File: config.mk
export PLATFORM = sky130hd
export DESIGN_NAME = hilo_mdu_ctrl
export DESIGN_NICKNAME = d
export VERILOG_FILES = /design/src/rtl/hilo_mdu_ctrl.sv
export SDC_FILE = /design/constraint.sdc
export NUM_CORES = 2
export LEC_CHECK = 0
export CAP_MARGIN = 20
export CORE_UTILIZATION = 23
export CTS_CLUSTER_SIZE = 12
export DETAILED_ROUTE_END_ITERATION = 6
export GPL_TIMING_DRIVEN = 1
export HOLD_SLACK_MARGIN = 0.1
export PLACE_DENSITY = 0.35
export SYNTH_ARGS = -nofsm -noshare
export SYNTH_HDL_FRONTEND = slang
export SYNTH_SLANG_ARGS = --single-unit
File: constraint.sdc
create_clock -name clk -period 24.5 [get_ports clk]
set_input_delay 3.675 -clock clk [delete_from_list [all_inputs] [get_ports clk]]
set_output_delay 3.675 -clock clk [all_outputs]
set_load 0.02 [all_outputs]
File: src/rtl/hilo_mdu_ctrl.sv
`default_nettype none
// +---------------------------------------------------------------------------+
// | hilo_mdu_ctrl : HI/LO multiply/divide sequencer with EX-stage stall       |
// | Option macro  : MDU_ITER_MUL_EN (iterative shift-add MULT/MULTU)          |
// | Revision      : 1.0                                                       |
// +---------------------------------------------------------------------------+
module hilo_mdu_ctrl #(
   parameter int DIV_ITERS = 32
) (
   input  logic        clk,
   input  logic        rst,
   input  logic        ex_valid,
   input  logic [2:0]  ex_op,
   input  logic [31:0] ex_rs,
   input  logic [31:0] ex_rt,
   input  logic        ex_hold,
   input  logic        flush,
   output logic        stallreq,
   output logic        hi_we,
   output logic        lo_we,
   output logic [31:0] hi_out,
   output logic [31:0] lo_out
);

   localparam logic [2:0] OP_MULT  = 3'd1;
   localparam logic [2:0] OP_MULTU = 3'd2;
   localparam logic [2:0] OP_DIV   = 3'd3;
   localparam logic [2:0] OP_DIVU  = 3'd4;
   localparam logic [2:0] OP_MTHI  = 3'd5;
   localparam logic [2:0] OP_MTLO  = 3'd6;
   localparam logic [5:0] LAST_ITER = 6'(DIV_ITERS - 1);

   typedef enum logic [1:0] {
      S_IDLE = 2'd0,
      S_BUSY = 2'd1,
      S_DONE = 2'd2
   } state_t;

   state_t      state_q, state_d;
   logic [5:0]  cnt_q, cnt_d;
   logic        qneg_q, qneg_d;
   logic        rneg_q, rneg_d;
   // a: dividend shifting out / quotient shifting in (or multiplier / product low)
   logic [31:0] a_q, a_d;
   logic [31:0] b_q, b_d;
   logic [31:0] rem_q, rem_d;
`ifdef MDU_ITER_MUL_EN
   logic        is_div_q, is_div_d;
`endif

   logic        w_signed, w_sa, w_sb, w_dvz;
   logic [31:0] w_mag_a, w_mag_b;

   assign w_signed = (ex_op == OP_MULT) || (ex_op == OP_DIV);
   assign w_sa     = w_signed & ex_rs[31];
   assign w_sb     = w_signed & ex_rt[31];
   assign w_mag_a  = w_sa ? (~ex_rs + 32'd1) : ex_rs;
   assign w_mag_b  = w_sb ? (~ex_rt + 32'd1) : ex_rt;
   assign w_dvz    = (ex_rt == 32'd0);

   // Restoring step on the 33-bit partial remainder; a zero divisor yields
   // all-ones quotient and leaves the raw dividend in the remainder.
   logic [32:0] w_rem_sh;
   logic [31:0] w_rem_sub;
   logic        w_qbit;

   assign w_rem_sh  = {rem_q, a_q[31]};
   assign w_qbit    = (w_rem_sh >= {1'b0, b_q});
   assign w_rem_sub = w_rem_sh[31:0] - b_q;

   logic [31:0] w_hi_res, w_lo_res;
   logic [31:0] w_rem_fix, w_quo_fix;

   assign w_rem_fix = rneg_q ? (~rem_q + 32'd1) : rem_q;
   assign w_quo_fix = qneg_q ? (~a_q + 32'd1) : a_q;

`ifdef MDU_ITER_MUL_EN
   logic [32:0] w_mul_sum;
   logic [63:0] w_prod_res;

   assign w_mul_sum  = {1'b0, rem_q} + {1'b0, (a_q[0] ? b_q : 32'd0)};
   assign w_prod_res = qneg_q ? (~{rem_q, a_q} + 64'd1) : {rem_q, a_q};
   assign w_hi_res   = is_div_q ? w_rem_fix : w_prod_res[63:32];
   assign w_lo_res   = is_div_q ? w_quo_fix : w_prod_res[31:0];
`else
   logic [63:0] w_op_a, w_op_b, w_prod_comb;

   assign w_op_a      = {{32{w_sa}}, ex_rs};
   assign w_op_b      = {{32{w_sb}}, ex_rt};
   assign w_prod_comb = w_op_a * w_op_b;
   assign w_hi_res    = w_rem_fix;
   assign w_lo_res    = w_quo_fix;
`endif

   always_ff @(posedge clk) begin
      if (rst) begin
         state_q  <= S_IDLE;
         cnt_q    <= '0;
         qneg_q   <= 1'b0;
         rneg_q   <= 1'b0;
         a_q      <= '0;
         b_q      <= '0;
         rem_q    <= '0;
`ifdef MDU_ITER_MUL_EN
         is_div_q <= 1'b0;
`endif
      end else begin
         state_q  <= state_d;
         cnt_q    <= cnt_d;
         qneg_q   <= qneg_d;
         rneg_q   <= rneg_d;
         a_q      <= a_d;
         b_q      <= b_d;
         rem_q    <= rem_d;
`ifdef MDU_ITER_MUL_EN
         is_div_q <= is_div_d;
`endif
      end
   end

   always_comb begin
      state_d  = state_q;
      cnt_d    = cnt_q;
      qneg_d   = qneg_q;
      rneg_d   = rneg_q;
      a_d      = a_q;
      b_d      = b_q;
      rem_d    = rem_q;
`ifdef MDU_ITER_MUL_EN
      is_div_d = is_div_q;
`endif
      stallreq = 1'b0;
      hi_we    = 1'b0;
      lo_we    = 1'b0;
      hi_out   = 32'd0;
      lo_out   = 32'd0;

      case (state_q)
         S_IDLE: begin
            if (ex_valid && !flush) begin
               case (ex_op)
                  OP_MTHI: begin
                     hi_we  = 1'b1;
                     hi_out = ex_rs;
                  end
                  OP_MTLO: begin
                     lo_we  = 1'b1;
                     lo_out = ex_rs;
                  end
                  OP_DIV, OP_DIVU: begin
                     stallreq = 1'b1;
                     state_d  = S_BUSY;
                     cnt_d    = '0;
                     rem_d    = '0;
                     a_d      = w_dvz ? ex_rs : w_mag_a;
                     b_d      = w_mag_b;
                     qneg_d   = ~w_dvz & (w_sa ^ w_sb);
                     rneg_d   = ~w_dvz & w_sa;
`ifdef MDU_ITER_MUL_EN
                     is_div_d = 1'b1;
`endif
                  end
`ifdef MDU_ITER_MUL_EN
                  OP_MULT, OP_MULTU: begin
                     stallreq = 1'b1;
                     state_d  = S_BUSY;
                     cnt_d    = '0;
                     rem_d    = '0;
                     a_d      = w_mag_b;
                     b_d      = w_mag_a;
                     qneg_d   = w_sa ^ w_sb;
                     rneg_d   = 1'b0;
                     is_div_d = 1'b0;
                  end
`else
                  OP_MULT, OP_MULTU: begin
                     hi_we  = 1'b1;
                     lo_we  = 1'b1;
                     hi_out = w_prod_comb[63:32];
                     lo_out = w_prod_comb[31:0];
                  end
`endif
                  default: ;
               endcase
            end
         end
         S_BUSY: begin
            stallreq = 1'b1;
            cnt_d    = cnt_q + 6'd1;
`ifdef MDU_ITER_MUL_EN
            if (is_div_q) begin
               rem_d = w_qbit ? w_rem_sub : w_rem_sh[31:0];
               a_d   = {a_q[30:0], w_qbit};
            end else begin
               rem_d = w_mul_sum[32:1];
               a_d   = {w_mul_sum[0], a_q[31:1]};
            end
`else
            rem_d = w_qbit ? w_rem_sub : w_rem_sh[31:0];
            a_d   = {a_q[30:0], w_qbit};
`endif
            if (cnt_q == LAST_ITER) begin
               state_d = S_DONE;
            end
         end
         S_DONE: begin
            hi_we  = 1'b1;
            lo_we  = 1'b1;
            hi_out = w_hi_res;
            lo_out = w_lo_res;
            if (!ex_hold) begin
               state_d = S_IDLE;
            end
         end
         default: state_d = S_IDLE;
      endcase

      // Abort wins over everything, including a same-cycle start.
      if (flush || rst) begin
         state_d  = S_IDLE;
         stallreq = 1'b0;
         hi_we    = 1'b0;
         lo_we    = 1'b0;
         hi_out   = 32'd0;
         lo_out   = 32'd0;
      end
   end

endmodule
`default_nettype wire

Yosys cells after proc, flatten, opt, wreduce, memory -nomap -nowiden
Cells that the tools add are included.
- $add $sub $neg: 6
- multiply operators: 1
- magnitude comparators: 1
- eq/ne operators: 13
- mux-type cells: 40
- bitwise operators: 10
- reductions and logical operators: 15
- operators by type and width (cell ; number):
    $mux W32 ; 14
    $pmux W32 S2 ; 6
    $add A32 B1 Y32 const B ; 4
    $not A32 Y32 ; 4
    $mul A33 B33 Y64 ; 1
    $ge A33 B32 Y1 ; 1
    $logic_not A32 Y1 ; 1
    $sub A32 B32 Y32 ; 1
    $mux W6 ; 2
    $pmux W6 S2 ; 1
    $eq A3 B3 Y1 const B ; 3
    $mux W1 ; 9
    $mux W2 ; 4
    $add A6 B1 Y6 const B ; 1
    $eq A3 B2 Y1 const B ; 2
    $eq A6 B5 Y1 const B ; 1
    $ne A2 B2 Y1 const B ; 3
    $pmux W1 S2 ; 3
    $pmux W2 S3 ; 1
    $reduce_and A3 Y1 ; 2
    $reduce_or A2 Y1 ; 3
    $reduce_or A3 Y1 ; 2
    $and A1 B1 Y1 ; 4
    $reduce_and A4 Y1 ; 1
    other kinds (11) ; 12
- register bits after elaboration: 106
- input bits: 72
- output and inout port bits: 67
- word-level logic and storage cells: 93

Longest topological paths before layout
- depth in word-level cells: 8
- gate-level depth with buffers: 31
- gate-level depth less buffers: 28

Least setup slack after synthesis
OpenSTA, ideal clock, no wires.
- path type: input-to-output
- from: in ex_op[2]
- to: out hi_out[27]
- data arrival time: 11879 ps
- data required time: 20825 ps
- path slack: 8946 ps
- stages on the path: 29
- buffers on the path: 3
- cells stage by stage: clkbuf_1 nor2b_1 and2_1 clkbuf_1 nand2_1 inv_1 fa_1 inv_1 fa_1 inv_1 fa_1 fa_1 inv_1 fa_1 inv_1 fa_1 inv_1 fa_1 fa_1 inv_1 ha_1 clkbuf_1 nand3_1 nor4_1 o2111ai_1 a31oi_1 a31oi_1 or4_1 o211ai_1
- word-level cells in the longest chain between the ends: 8
- elaborated cells on any way between the ends: 13
- classes of those cells: mul: 1; eq/ne: 4; mux: 4; bitwise: 2; reduce/logical: 2
- ends and longest elaborated chain (item ; line ; RTL):
    from (decl) ; 13 ; input logic [2:0] ex_op,
    $eq A3 B1 Y1 / $eq A3 B2 Y1 (equally long branches) ; 54, 141 ;
    $logic_or A1 B1 Y1 ; 54 ; assign w_signed = (ex_op == OP_MULT) || (ex_op == OP_DIV);
    $and A1 B1 Y1, on equally long branches ; 55, 56 ;
    $mul A33 B33 Y64 ; 90 ; assign w_prod_comb = w_op_a * w_op_b;
    $pmux W32 S2 * ; 141 ; case (ex_op)
    $mux W32 * ; 140 ; if (ex_valid && !flush) begin
    $pmux W32 S2 * ; 138 ; case (state_q)
    $mux W32 * ; 219 ; if (flush || rst) begin
    to (decl) ; 21 ; output logic [31:0] hi_out,
Mark *: on every way between the ends. The rest lies on a longest branch, timed or not.

Worst setup path in the final report
- from: in ex_op[2]
- to: out hi_out[30]
Same word-level chain as after synthesis.

==> reports/qor.yml <==
outcome:
  outcome: "complete, no violations"
floorplan:
  die_x_um: 458
  fp.dieH_um: 458
  core_area_mm2: 0.205
  start_util: 0.233
  io_pins: 139
  dieArea_mm2: 0.210
  rows: 166
global_route:
  first_global_vias: 41000
  grt_pass1_wl_um: 281000
  grt_max_degree: 68
  grt.total_usage: 0.181
  met2_usage: 0.323
  antenna_found_initial: 15
  groute.layer.met1.usage: 0.232
  overflow: 0
  top_usage_layer: "met2"
  met3_usage: 0.0170
job:
  max_cap_violations: 0
layout:
  final_core_util: 0.253
  nets: 6962
  drive_gt1_frac: 0.0373
  fillers: 22600
  finalNonFillerCells: 8210
  area_growth_pct: 8.90
setup_path:
  reg2reg_depth: 9
  critical_path_peak_fanout: 13
  worst_ep_arrival_time_ns: 14.50
  startpoint_type: "input port"
  slowest_stage: "and2_1"
  cp_common_cell: "fa_1"
  cp.required_ns: 20.82
  cp-end-kind: "output port"
  slowest_delay_ns: 0.77
  crit_type: "in2out"
timing:
  fin_skew_ns: 0.0160
  period_needed_ns: 18.18
  setup-violations-final: 0
  tightest_slew_ns: 1.12
  hold_viol_final: 0
  timing.setup.tns_ns: 0
  drv_slew: 0
  relSlewSlack: 0.254
  rsz0062_at_grt: "no"
  fmax_ghz: 0.0550
  post-route-period-util: 0.742
  layout_setup_ws_ns: 6.32
yosys:
  synthDominantCellAreaShare: 0.472
  ys_top_cells_by_count: "1196 x inv_1, 1126 x fa_1, 925 x nand2_1"
  yosys_warnings: 0
  yosys.area.top_type: "fa_1"
  syn-mean-instance-area_um2: 8.50
  ys.flop_type: "dfxtp_1"
  synthCells: 5623
  async_flop_share: 0
  synth_seq_cells: 106
  synth_seq_area_share: 0.0444
  synth_edf_count: 0
  ys_types: 74
  netlist_area_mm2: 0.0478
  syn-num-nets: 7070
  synth_area_leaders: "fa_1 47%, inv_1 9.4%, nand2_1 7.3%"
  yosysMostFrequentCell: "inv_1"
cts:
  cts_tree: "built"
  htree_levels: 3
  cts_buffer_depth: 2
  cts_num_sinks: 106
  clk_pin_slew_ns: 0.09
  cts-root-buf: "clkbuf_16"
  cts_setup_buffers: 0
  cts_made_buffers: 9
  clk_latency_ns: 0.40
  ctsHoldBuffers: 0
  cts_resized: 0
worst_hold_path:
  min_path_cells: 2
  hold_path_class: "reg2reg"
detailed_routing:
  drt_wl_total_um: 187000
  drt_iter0_drc: 2056
  routedWlPerCell_um: 22.7
  drt-pass1-iter-count: 6
  via_per_inst: 4.55
  drc: 0
  antenna_left: 0
  via_count: 37400
placement:
  pre_cts_slack_ns: 6.35
  port_buffers: 138
  dp_cells: 8192
  dp_hpwl_um: 146000
  gp_congestion: 0.870
==> stage by stage <==
stage	hold slack, ns	instance area [µm²]
final	0.470	52000
after global routing	0.505	52000
after CTS	0.472	52000
after detailed placement	0.458	51700
after global placement	0.447	51700
after floorplan	0.432	47800
==> layout make-up <==
cell class / instances / area (µm²) / share of cell area
Multi-Input combinational cell: 3965 / 39900 / 0.766
Inverter: 1196 / 4490 / 0.0863
Tap cell: 2688 / 3360 / 0.0647
Sequential cell: 106 / 2120 / 0.0408
Timing Repair Buffer: 237 / 1850 / 0.0355
Clock buffer: 10 / 239 / 0.00459
Clock inverter: 6 / 80.1 / 0.00154
Antenna cell: 2 / 5.00 / 0.0000962
==> logic make-up (layout without fill, tap and decap cells) <==
| group | count (synthesis) | after routing | synth area share |
|---|---|---|---|
| and+or+nand+nor | 1693 | 1693 | 0.162 |
| buffers and inverters | 1552 | 1449 | 0.122 |
| adders and majority gates | 1375 | 1375 | 0.537 |
| AOI/OAI and AO/OA | 651 | 651 | 0.0886 |
| xor gates and xnor gates | 217 | 217 | 0.0398 |
| DFF | 106 | 106 | 0.0444 |
| muxes | 29 | 29 | 0.00610 |
| other | 0 | 2 | 0 |
==> registers in the layout, summed over array words and instances (netlist names) <==
signal / cells
a_q: 32
b_q: 32
rem_q: 32
cnt_q: 6
state_q: 2
qneg_q: 1
rneg_q: 1
==> layer usage <==
metal | vias up | wire, µm
li1 | 16700 | -
met1 | 19900 | 80700
met2 | 637 | 94200
met3 | 153 | 6120
met4 | 2 | 5700
met5 | - | 13
==> path summary, 6_finish.rpt <==
kind              from  slack (ns)    endpoint
min            b_q[30]        0.47     b_q[30]
max reg2reg  rem_q[26]       20.80   rem_q[27]
min reg2reg    b_q[30]        0.47     b_q[30]
max           ex_op[2]        6.32  hi_out[30]
==> worst max-delay path, delay by kind of cell <==
family / cells / cell delay [ns]
compound gates: 5 / 2.27
fa+ha+maj: 9 / 4.76
buf+inv: 7 / 2.15
simple gates: 5 / 1.63
==> layout by cell type (no fill, tap or decap), types with 13 or more instances in the layout <==
cell and instances:
buf_2 58, o21ai_0 134, a22oi_1 43, nor2_1 216, ha_1 249, nor3_1 35, mux2i_1 28, dfxtp_1 106
o32ai_1 17, nand2_1 924, buf_4 95, or3_1 18, nand3_1 33, o41ai_1 16, xnor2_1 135, a21oi_1 171
nor4_1 13, a21o_1 40, a31oi_1 20, clkdlybuf4s50_1 80, a211oi_1 34, nand2b_1 26, nand4_1 23, o22ai_1 27
nor2b_1 16, fa_1 1126, o211ai_1 13, and3_1 43, and2_1 290, xor2_1 82, or4_1 16, o21a_1 14
o31ai_1 33, inv_1 1196
Power is left out: the tool's default activity adds up to more than one toggle a clock period on the data nets, which glitch-free logic cannot reach.
